===== src/rtl/sisc_fetch.sv =====
// sisc_fetch: instruction fetch stage feeding the SISC controller.
// Owns the program counter and instruction register, runs a single
// outstanding req/ack read to instruction memory, and applies absolute or
// relative branch updates to the PC while no fetch is in flight.
module sisc_fetch #(
   parameter int ADDR_W   = 16,
   parameter int INSTR_W  = 32,
   parameter int RESET_PC = 0
) (
   input  logic               clk,
   input  logic               rst_f,
   input  logic               fetch_req,
   output logic               fetch_done,
   output logic               busy,
   output logic               imem_req,
   output logic [ADDR_W-1:0]  imem_addr,
   input  logic               imem_ack,
   input  logic [INSTR_W-1:0] imem_rdata,
   input  logic               br_load,
   input  logic               br_taken,
   input  logic               br_rel,
   input  logic [ADDR_W-1:0]  br_imm,
   output logic [INSTR_W-1:0] instr,
   output logic [3:0]         opcode,
   output logic [3:0]         mm,
   output logic [ADDR_W-1:0]  pc,
   output logic               br_err
);

   typedef enum logic [1:0] {
      IDLE = 2'd0,
      REQ  = 2'd1,
      DONE = 2'd2
   } state_t;

   state_t state, state_nxt;

   logic [ADDR_W-1:0]  pc_q;
   logic [INSTR_W-1:0] ir_q;
   logic               br_err_q;

   // State register; reset abandons any outstanding fetch immediately.
   always_ff @(posedge clk or negedge rst_f) begin
      if (!rst_f) begin
         state <= IDLE;
      end else begin
         state <= state_nxt;
      end
   end

   // Next-state logic: one fetch at a time, requests while busy are dropped.
   always_comb begin
      state_nxt = state;
      case (state)
         IDLE:    if (fetch_req) state_nxt = REQ;
         REQ:     if (imem_ack)  state_nxt = DONE;
         DONE:    state_nxt = IDLE;
         default: state_nxt = IDLE;
      endcase
   end

   // PC, IR and sticky branch error. Branches are only honoured in IDLE, so
   // a same-cycle fetch_req reads from the branched PC on the next cycle.
   // The relative base is the already-incremented PC (next instruction).
   always_ff @(posedge clk or negedge rst_f) begin
      if (!rst_f) begin
         pc_q     <= ADDR_W'(RESET_PC);
         ir_q     <= '0;
         br_err_q <= 1'b0;
      end else begin
         case (state)
            IDLE: begin
               if (br_load && br_taken) begin
                  pc_q <= br_rel ? (pc_q + br_imm) : br_imm;
               end
            end
            REQ: begin
               if (br_load) begin
                  br_err_q <= 1'b1;
               end
               if (imem_ack) begin
                  ir_q <= imem_rdata;
                  pc_q <= pc_q + ADDR_W'(1);
               end
            end
            DONE: begin
               if (br_load) begin
                  br_err_q <= 1'b1;
               end
            end
            default: ;
         endcase
      end
   end

   // Outputs decoded purely from registered state.
   always_comb begin
      imem_req   = (state == REQ);
      fetch_done = (state == DONE);
      busy       = (state != IDLE);
      imem_addr  = pc_q;
      pc         = pc_q;
      instr      = ir_q;
      opcode     = ir_q[INSTR_W-1 -: 4];
      mm         = ir_q[INSTR_W-5 -: 4];
      br_err     = br_err_q;
   end

endmodule


===== config.mk =====
export PLATFORM = sky130hd
export DESIGN_NAME = sisc_fetch
export DESIGN_NICKNAME = d
export VERILOG_FILES = /design/src/rtl/sisc_fetch.sv
export SDC_FILE = /design/constraint.sdc
export NUM_CORES = 1
export LEC_CHECK = 0
export BUFFER_PORTS_ARGS = -buffer_cell sky130_fd_sc_hd__buf_2
export CAP_MARGIN = 20
export CORE_UTILIZATION = 50
export DETAILED_ROUTE_END_ITERATION = 6
export PLACE_DENSITY = 0.81
export SLEW_MARGIN = 10
export SYNTH_ARGS = -nofsm -noshare
export SYNTH_HDL_FRONTEND = slang
export SYNTH_SLANG_ARGS = --single-unit

===== constraint.sdc =====
create_clock -name clk -period 2.7 [get_ports clk]
set_clock_uncertainty 0.2 [all_clocks]
set_input_delay 0.81 -clock clk [delete_from_list [all_inputs] [get_ports clk]]
set_output_delay 0.81 -clock clk [all_outputs]
set_load 0.005 [all_outputs]

==> results.toml, run 1 <==
[outcome]
run_status = "completed"

[placed_design]
gp_routability_congestion = 0.885
count_of_input_and_output_buffers = 130
placed_area_mm2 = 0.00419
dp_hpwl_um = 6720
dp.cells = 547
dp_worst_setup_slack_ps = -248

[cts]
cts.hold.buffers_added = 0
tritoncts = "done"
clock-sinks = 51
cts.root.buffer_cell = "clkbuf_8"
clkTransAtPathRegs_ps = 100
cts_resized = 0
worstSkewPairLatency_ps = 300
cts_bufs_inserted = 5
cts.repair_timing.setup_buffer_count = 0
maximum_root_to_sink_buffer_count = 2
cts.htree.levels = 2

[yosys]
synth_top_area_share_pct = 37.1
sequential_cell_area_fraction_in_the_yosys_report_pct = 37.1
most_frequent_cell_after_synthesis = "dfrtp_1"
synthesis.area_per_instance_um2 = 9.89
synth_cells = 348
async_sr_flop_fraction_pct = 100
synth.ff_latch_count = 51
synth_area_leaders = "dfrtp_1 (37%), mux2_2 (11%), ha_1 (7.3%)"
synth_common_cells = "dfrtp_1 (51), a21oi_1 (34), mux2_2 (34)"
synth_ff_type = "dfrtp_1"
synth_nets = 424
synth_largest_area_cell = "dfrtp_1"
synth.cell_area_mm2 = 0.00344
synth_cell_type_count = 59
number_of_flops_mapped_to_enable_cells_by_yosys = 0
yosys_warnings = 0

[die]
die_h_um = 85.0
placementRows = 29
core_mm2 = 0.00649
initial_core_utilization_pct = 53.0
die_w_um = 85.0
die_area_mm2 = 0.00722
pin_count = 131

[global_routing]
grt_first_pass_wirelength_um = 13400
grt_antenna_before_repair = 1
gr-max-usage-layer = "met2"
gr-usage-all-layers_pct = 23.4
met1_usage_pct = 29.6
global_route.usage.met2_pct = 41.5
grt_pass1_vias = 2859
grt_use_met3_pct = 4.57
grt_remaining_overflow = 0
grt_start_max_net_pins = 33

[setup_path]
criticalPathCategory = "input port to flip-flop"
cp.required_ps = 2690
timing.critical_path.to = "imem_addr[14]"
worstSetupPathDepth = 10
cp-start-kind = "input port"
timing.critical_path.arrival_ps = 2620
regToRegStartpoint = "imem_addr[0]"
timing.reg2reg.setup_slack_ps = 250
worst-path-max-fanout = 4
max_stage_delay_ps = 360
worstSetupEndpointType = "flip-flop"
cp.buffers_inverters = 2
ff2ff_path_depth = 9
start_point_of_the_critical_path = "br_imm[0]"
cell_family_with_the_largest_share_of_critical_path_delay = "compound AO/OA/AOI/OAI gates"
timing.critical_path.slowest_stage_cell = "fa_2"
crit-reg2reg-capture = "imem_addr[14]"
cp_cell_sequence = "buf_2 -> ha_4 -> fa_2 -> a21o_1 -> a221oi_2 -> buf_4 -> o21bai_4 -> o2111ai_2 -> and4b_1 -> nor3_2"

[worst_hold_path]
worst_hold_path_type = "flip-flop to flip-flop"

[sta]
maxSlewHeadroom_pct = 60.1
postLayoutSetupSlackWorst_ps = 69.7
timing_worst_slew_pin_value_ps = 599
hold_slack_ps = 261
timing.final.max_slew_violations = 0
final.period_utilization_pct = 97.4
final_critical_period_ps = 2630
final-setup-viol-count = 0
rsz0062_at_grt = "false"
max_freq_mhz = 380
finalHoldViolations = 0

[power_and_ir_drop]
total_power_w = 0.00535
static_leakage_nw = 2.08
power-per-cell-area_mw_per_mm2 = 1240
ir_worst_vdd_uv = 605

[routing]
drc_errors = 0
drt_pre_antenna_iters = 5
antenna_left = 0
total_wirelength_of_the_detailed_routed_design_um = 8400
routedWlPerCell_um = 15.1
dr.first_iter.drc_count = 102
vias = 3153
post_drt_via_cell_ratio = 5.68

[flow_run]
maxCapViolCount = 0

[final_layout]
diodes = 0
fin_nets = 553
finish.instance_area_mm2 = 0.00431
final_cell_count_no_fill = 555
layout_cell_share_with_drive_strength_beyond_1_pct = 45.4
layout-area-overhead-vs-synth_pct = 25.3
fillerInstances = 508
## report_power, final
group / switching, W / internal (W)
Combinational: 0.00163 / 0.00167
Sequential: 0.000366 / 0.00115
Clock: 0.000250 / 0.000279
## worst register-to-register path: stages, from the launching register on
cell and delay (ps):
dfrtp_1 430, ha_4 190, fa_2 360, a21o_1 210
a221oi_2 220, buf_4 170, o21bai_4 80, o2111ai_2 220
and4b_1 230, nor3_2 40
## kinds of logic after synthesis
family / count (synthesis) / synth area share, %
AOI/OAI and AO/OA: 96 / 18.4
xor gates and xnor gates: 13 / 3.31
adders and majority gates: 21 / 7.85
buffers and inverters: 47 / 8.18
DFF: 51 / 37.1
muxes: 41 / 13.2
and+or+nand+nor: 79 / 12.0
## cell type report
class	count	area (µm²)	share of cell area [%]
Clock buffer	5	68.8	1.60
Clock inverter	3	46.3	1.07
Inverter	10	37.5	0.870
Multi-Input combinational cell	250	1910	44.2
Sequential cell	51	1280	29.6
Tap cell	77	96.3	2.23
Timing Repair Buffer	159	881	20.4
## worst min path at each step
stage,from,endpoint,slack (ps),depth (start not counted)
2_1_floorplan,br_err,br_err,250,1
3_3_place_gp,br_err,br_err,240,1
3_5_place_dp,br_err,br_err,240,1
4_1_cts,br_err,br_err,270,1
5_1_grt,br_err,br_err,280,1
6_report,br_err,br_err,260,1
## cells in the final DEF, fill, tap and decap left out, types with 2 or more instances in the layout
| cell type | netlist | routed |
|---|---|---|
| and4_1 | 3 | 3 |
| nand4_1 | 7 | 7 |
| buf_2 | 6 | 130 |
| mux2_2 | 34 | 34 |
| nor2b_1 | 3 | 3 |
| clkbuf_8 | 0 | 5 |
| nor3_2 | 2 | 2 |
| nor2_2 | 2 | 2 |
| o21ai_1 | 6 | 6 |
| buf_4 | 24 | 28 |
| a211oi_1 | 2 | 2 |
| o21ai_0 | 14 | 14 |
| a31oi_1 | 3 | 3 |
| mux2i_1 | 6 | 6 |
| and3_1 | 3 | 3 |
| nand3_1 | 6 | 6 |
| o211ai_1 | 2 | 2 |
| and2_1 | 2 | 2 |
| xor2_1 | 4 | 4 |
| nand2_1 | 22 | 22 |
| a21oi_1 | 34 | 34 |
| o22ai_1 | 5 | 5 |
| ha_1 | 20 | 19 |
| a221oi_1 | 2 | 2 |
| nand2b_1 | 3 | 3 |
| inv_1 | 10 | 10 |
| nor2_1 | 18 | 18 |
| o2111ai_1 | 2 | 2 |
| xnor2_1 | 9 | 9 |
| nor3_1 | 3 | 3 |
| dfrtp_1 | 51 | 51 |
| a21o_1 | 7 | 7 |
| a311oi_1 | 2 | 2 |
## through the flow
stage / utilization, % / TNS, ps
2_1_floorplan: - / -13.1
3_3_place_gp: 64.5 / -653
3_5_place_dp: 64.5 / -1010
4_1_cts: 66.3 / 0
5_1_grt: 66.4 / 0
6_report: 66.4 / 0
## state kept, by name, indices dropped and copies added (netlist names)
signal	flops
br_err	1
imem_addr	16
state	2
instr	32
## layer usage
layer  part of all wire (%)  wire length [µm]
met4                   0.75                63
met3                    6.8               575
met1                     43              3630
met5                   0.15                13
met2                     49              4120
Power figures use the tool's default switching activity.
==> inputs of run 2 (changes only) <==
--- a/config.mk
+++ b/config.mk
@@ -5,11 +5,10 @@
 export SDC_FILE = /design/constraint.sdc
 export NUM_CORES = 1
 export LEC_CHECK = 0
-export BUFFER_PORTS_ARGS = -buffer_cell sky130_fd_sc_hd__buf_2
 export CAP_MARGIN = 20
 export CORE_UTILIZATION = 50
 export DETAILED_ROUTE_END_ITERATION = 6
-export PLACE_DENSITY = 0.81
+export DONT_BUFFER_PORTS = 1
 export SLEW_MARGIN = 10
 export SYNTH_ARGS = -nofsm -noshare
 export SYNTH_HDL_FRONTEND = slang
==> run 2 against run 1 <==
  * Cell area is 15% lower
  * Critical path type is now flip-flop to flip-flop
  * Sequential power is 6% higher
  * Largest power group unchanged
  * Worst setup slack better by 140 ps
  * Maximum frequency is 5.6% higher
  * Clock power is 0.8% lower
==> results.toml, run 2 (same netlist as run 1, synthesis figures left out) <==
[die]
initial_core_utilization_pct = 53.0
placementRows = 29
die_area_mm2 = 0.00722
die_w_um = 85.0
die_h_um = 85.0
core_mm2 = 0.00649
pin_count = 131

[placed_design]
gp_routability_congestion = 0.824
dp_hpwl_um = 5910
dp_worst_setup_slack_ps = -117
count_of_input_and_output_buffers = 0

[routing]
vias = 2566
total_wirelength_of_the_detailed_routed_design_um = 7870
post_drt_via_cell_ratio = 6.08
drt_pre_antenna_iters = 4
routedWlPerCell_um = 18.6
antenna_left = 0
drc_errors = 0
dr.first_iter.drc_count = 96

[sta]
finalHoldViolations = 0
max_freq_mhz = 402
final.period_utilization_pct = 92.2
hold_slack_ps = 145
rsz0062_at_grt = "false"
postLayoutSetupSlackWorst_ps = 210
final_critical_period_ps = 2490
maxSlewHeadroom_pct = 67.0
final-setup-viol-count = 0
timing.final.max_slew_violations = 0
timing_worst_slew_pin_value_ps = 489

[setup_path]
regToRegStartpoint = "state[1]"
worst-path-max-fanout = 30
worstSetupEndpointType = "flip-flop"
cp.required_ps = 2740
start_point_of_the_critical_path = "state[1]"
cp-start-kind = "flip-flop"
crit-reg2reg-capture = "imem_addr[14]"
critical-path-top-cell-by-count = "inv_1"
timing.critical_path.arrival_ps = 2530
worstSetupPathDepth = 7
max_stage_delay_ps = 540
criticalPathCategory = "flip-flop to flip-flop"
timing.critical_path.slowest_stage_cell = "o41ai_2"
ff2ff_path_depth = 7
timing.critical_path.to = "imem_addr[14]"
cell_family_with_the_largest_share_of_critical_path_delay = "buffers and inverters"
cp.buffers_inverters = 3
timing.reg2reg.setup_slack_ps = 210
cp_cell_sequence = "inv_1 -> ha_1 -> buf_4 -> inv_1 -> o41ai_2 -> and4b_1 -> nor3_2"

[cts]
cts.htree.levels = 2
cts_bufs_inserted = 5
cts.repair_timing.setup_buffer_count = 0
maximum_root_to_sink_buffer_count = 2
worstSkewPairLatency_ps = 300
clkTransAtPathRegs_ps = 100
cts.root.buffer_cell = "clkbuf_8"
tritoncts = "done"
clock-sinks = 51

[global_routing]
grt_antenna_before_repair = 0
grt_remaining_overflow = 0
grt_first_pass_wirelength_um = 12800
grt_start_max_net_pins = 52
grt_pass1_vias = 2522
gr-usage-all-layers_pct = 22.4

[flow_run]
maxCapViolCount = 0

[final_layout]
most_common_cell_after_layout_fill_and_taps_aside = "dfrtp_1"
fin_nets = 421
layout-area-overhead-vs-synth_pct = 5.89
layout_cell_share_with_drive_strength_beyond_1_pct = 24.6
final_cell_mix = "dfrtp_1 (51), mux2_2 (34), a21oi_1 (34), buf_4 (26), nand2_1 (22)"
diodes = 0
largest_reg_flops = 32

[power_and_ir_drop]
static_leakage_nw = 1.56
power-per-cell-area_mw_per_mm2 = 1310
ir_worst_vdd_uv = 567

[worst_hold_path]
worst_hold_path_type = "input port to asynchronous set/reset pin"

[outcome]
run_status = "completed"
run 2: changes by cell type in the layout (fill, tap and decap cells not counted):
| cell | delta |
|---|---|
| buf_2 | -130 |
| inv_6 | -1 |
| buf_16 | +1 |
| a311oi_1 | -1 |
| buf_12 | -1 |
| o21bai_4 | -1 |
| buf_4 | -2 |
| a311oi_2 | +1 |
| o21bai_2 | +1 |
run 2: through the flow:
step	instance area, µm²	util (%)	setup TNS, ps	instances	power [W]
2_1_floorplan	3460	-	-13.1	348	0.00371
3_3_place_gp	3510	54.0	-154	414	0.00417
3_5_place_dp	3510	54.0	-183	414	0.00424
4_1_cts	3640	56.0	0	422	0.00479
5_1_grt	3650	56.1	0	422	0.00519
6_report	3650	56.1	0	422	0.00476
run 2: area by class of cell:
cell class | instances | area (µm²)
fill | 566 | 2850
inverter | 10 | 37.5
clock inverter | 2 | 37.5
sequential | 51 | 1280
clock buffer | 5 | 68.8
multi-input combinational | 250 | 1910
timing repair buffer | 27 | 223
tap | 77 | 96.3
run 2: worst min path at each step:
stage | slack [ps] | startpoint | endpoint | cells past startpoint
2_1_floorplan | 250 | br_err | br_err | 1
3_3_place_gp | 270 | br_err | br_err | 1
3_5_place_dp | 270 | br_err | br_err | 1
4_1_cts | 150 | rst_f | imem_addr[10] | 1
5_1_grt | 150 | rst_f | imem_addr[12] | 1
6_report | 140 | rst_f | imem_addr[12] | 1
run 2: timing repair:
action	CTS	global route
endpoints found under the setup margin	0	1
hold buffers	1	0
resized for setup	0	1
hold endpoints to repair	51	0
run 2: routing by layer:
layer | up-vias | wire (µm) | track usage, % | part of all wire (%)
li1 | 1244 | - | - | -
met3 | 6 | 583 | 5.45 | 7.4
met1 | 1216 | 3400 | 28.3 | 43
met2 | 100 | 3810 | 38.9 | 48
met4 | 0 | 66 | 4.62 | 0.84
met5 | - | 0 | 0 | 0
run 2: report_power, final:
part / internal, W / switching, W / total [W]
Combinational: 0.00125 / 0.00137 / 0.00263
Sequential: 0.00115 / 0.000456 / 0.00161
Clock: 0.000271 / 0.000254 / 0.000525
Total: 0.00268 / 0.00208 / 0.00476
==> inputs of run 3 (changes only) <==
--- a/config.mk
+++ b/config.mk
@@ -7,6 +7,7 @@
 export LEC_CHECK = 0
 export CAP_MARGIN = 20
 export CORE_UTILIZATION = 50
+export CTS_BUF_LIST = sky130_fd_sc_hd__clkbuf_8
 export DETAILED_ROUTE_END_ITERATION = 6
 export DONT_BUFFER_PORTS = 1
 export SLEW_MARGIN = 10
==> constraint.sdc (replaced) <==
create_clock -name clk -period 2.4 [get_ports clk]
set_clock_uncertainty 0.2 [all_clocks]
set_input_delay 0.72 -clock clk [delete_from_list [all_inputs] [get_ports clk]]
set_output_delay 0.72 -clock clk [all_outputs]
set_load 0.005 [all_outputs]
==> run 3 against run 2 <==
  * First-iteration DRC count down 3.1%
  * Critical endpoint unchanged
  * Routed wire length grew 5.7%
  * Clock-buffer cell count grew 1
  * Cell area up 8.8%
  * Die area stayed put
  * Largest power group unchanged
  * Non-clock buffer count grew 28
  * Highest routed layer unchanged
  * Combinational power up 36%
==> results.toml, run 3 (same netlist as run 1, synthesis figures left out) <==
[sta]
maxSlewHeadroom_pct = 68.9
timing.final.max_slew_violations = 0
rsz0062_at_grt = "true"
final-setup-viol-count = 0
finalHoldViolations = 0
final.period_utilization_pct = 98.2
tns_setup_ps = 0
timing_worst_slew_pin_value_ps = 462
max_freq_mhz = 424
final_critical_period_ps = 2360

[placed_design]
count_of_input_and_output_buffers = 0
dp_hpwl_um = 6290
gp_routability_congestion = 0.819

[die]
initial_core_utilization_pct = 53.0
placementRows = 29
pin_count = 131
die_area_mm2 = 0.00722
die_w_um = 85.0
die_h_um = 85.0
core_mm2 = 0.00649

[routing]
drc_errors = 0
vias = 2765
antenna_left = 0
routedWlPerCell_um = 18.4
drt_pre_antenna_iters = 4
dr.first_iter.drc_count = 93
post_drt_via_cell_ratio = 6.13
total_wirelength_of_the_detailed_routed_design_um = 8310

[worst_hold_path]
worst_hold_path_type = "input port to asynchronous set/reset pin"

[global_routing]
grt_remaining_overflow = 0
grt_first_pass_wirelength_um = 13400
gr-usage-all-layers_pct = 23.5
grt_start_max_net_pins = 52
grt_pass1_vias = 2731
grt_antenna_before_repair = 0

[final_layout]
fillerInstances = 587
layout_cell_share_with_drive_strength_beyond_1_pct = 33.7
multiInputGateArea_mm2 = 0.00201
most_common_cell_after_layout_fill_and_taps_aside = "buf_4"
final_cell_mix = "buf_4 (52), dfrtp_1 (49), mux2_2 (34), a21oi_1 (32), nand2_1 (22)"
fin_nets = 449
layout-area-overhead-vs-synth_pct = 15.2
final-seq-area_mm2 = 0.00128
diodes = 0
final_core_util_pct = 61.1
largest_reg_flops = 32

[cts]
worstSkewPairLatency_ps = 310
cts.root.buffer_cell = "clkbuf_8"
clock-sinks = 51
cts_bufs_inserted = 5
clkTransAtPathRegs_ps = 110
maximum_root_to_sink_buffer_count = 2
cts.htree.levels = 2
tritoncts = "done"

[setup_path]
cp.required_ps = 2410
worst-path-max-fanout = 4
timing.critical_path.arrival_ps = 2370
worstSetupEndpointType = "flip-flop"
criticalPathCategory = "flip-flop to flip-flop"
cp-start-kind = "flip-flop"

[outcome]
run_status = "completed"

[power_and_ir_drop]
combPwrFrac_pct = 60.9
seqPwrFrac_pct = 30.0
power-per-cell-area_mw_per_mm2 = 1480
p_clk_share_pct = 9.1
total_switching_power_w = 0.00252
static_leakage_nw = 1.71
internal_power_w = 0.00334
p_sw_share_pct = 43.0
ir_worst_vdd_uv = 691

[flow_run]
maxCapViolCount = 0
[run 3: changes by cell type in the layout (fill, tap and decap cells not counted), moves of 2 or more]
| cell | change |
|---|---|
| ha_1 | -4 |
| a21oi_2 | +2 |
| buf_4 | +26 |
| dfrtp_1 | -2 |
| ha_4 | +3 |
| dfrtp_2 | +2 |
| a21oi_1 | -2 |
[run 3: per-stage QoR]
step                      worst slack, ps  total power, W  instance area (µm²)  hold slack [ps]  instances
after global placement               -318         0.00504                 3740              226        442
final                                42.2         0.00587                 3970             44.5        451
after detailed placement             -321         0.00512                 3740              226        442
after global routing                -80.2         0.00638                 3970             57.4        451
after CTS                            10.0         0.00572                 3880             55.5        451
after floorplan                      -220         0.00419                 3470              224        348
[run 3: power by group through the flow]
| stage | clock [W] | combinational, W | sequential, W |
|---|---|---|---|
| 3_3_place_gp | 0 | 0.00328 | 0.00176 |
| 5_1_grt | 0.000584 | 0.00397 | 0.00183 |
| 6_report | 0.000531 | 0.00357 | 0.00176 |
| 4_1_cts | 0.000548 | 0.00342 | 0.00175 |
| 3_5_place_dp | 0 | 0.00335 | 0.00177 |
| 2_1_floorplan | 0 | 0.00247 | 0.00171 |
[run 3: final timing paths]
kind                               from             to  slack, ps  depth (start not counted)
max                        imem_addr[0]  imem_addr[14]         40                          8
min                               rst_f   imem_addr[6]         40                          1
max reg2reg                imem_addr[0]  imem_addr[14]         40                          8
min reg2reg                      br_err         br_err        320                          1
max in group asynchronous         rst_f   imem_addr[1]       1690                          1
min in group clk                 br_rel  imem_addr[11]        310                          1
[run 3: cell type report]
| class | instances | share of cell area, % |
|---|---|---|
| Multi-Input combinational cell | 250 | 50.6 |
| Sequential cell | 51 | 32.2 |
| Timing Repair Buffer | 55 | 11.3 |
| Tap cell | 77 | 2.43 |
| Clock buffer | 6 | 2.08 |
| Inverter | 10 | 0.946 |
| Clock inverter | 2 | 0.410 |
[run 3: per-layer routing]
layer  vias up  global-route usage [%]  wire [µm]
met5         -                       0          0
met4         0                    6.16        100
met3        11                    6.32        664
met2       113                    42.1       4210
met1      1336                    27.8       3340
li1       1305                       -          -
[run 3: timing repair]
item / CTS / global route
gates resized for setup: 2 / 15
hold buffers: 1 / 0
endpoints found under the hold margin: 51 / 0
buffers inserted: 0 / 1
setup endpoints to repair: 2 / 8
pin swaps: 2 / 8
[run 3: critical path: stages (launching register included)]
cell       delay [ps]
dfrtp_1           430
ha_4              190
fa_2              360
a21o_1            200
a221oi_4          320
o21bai_4          110
o2111ai_2         190
and4b_1           240
nor3_2             40
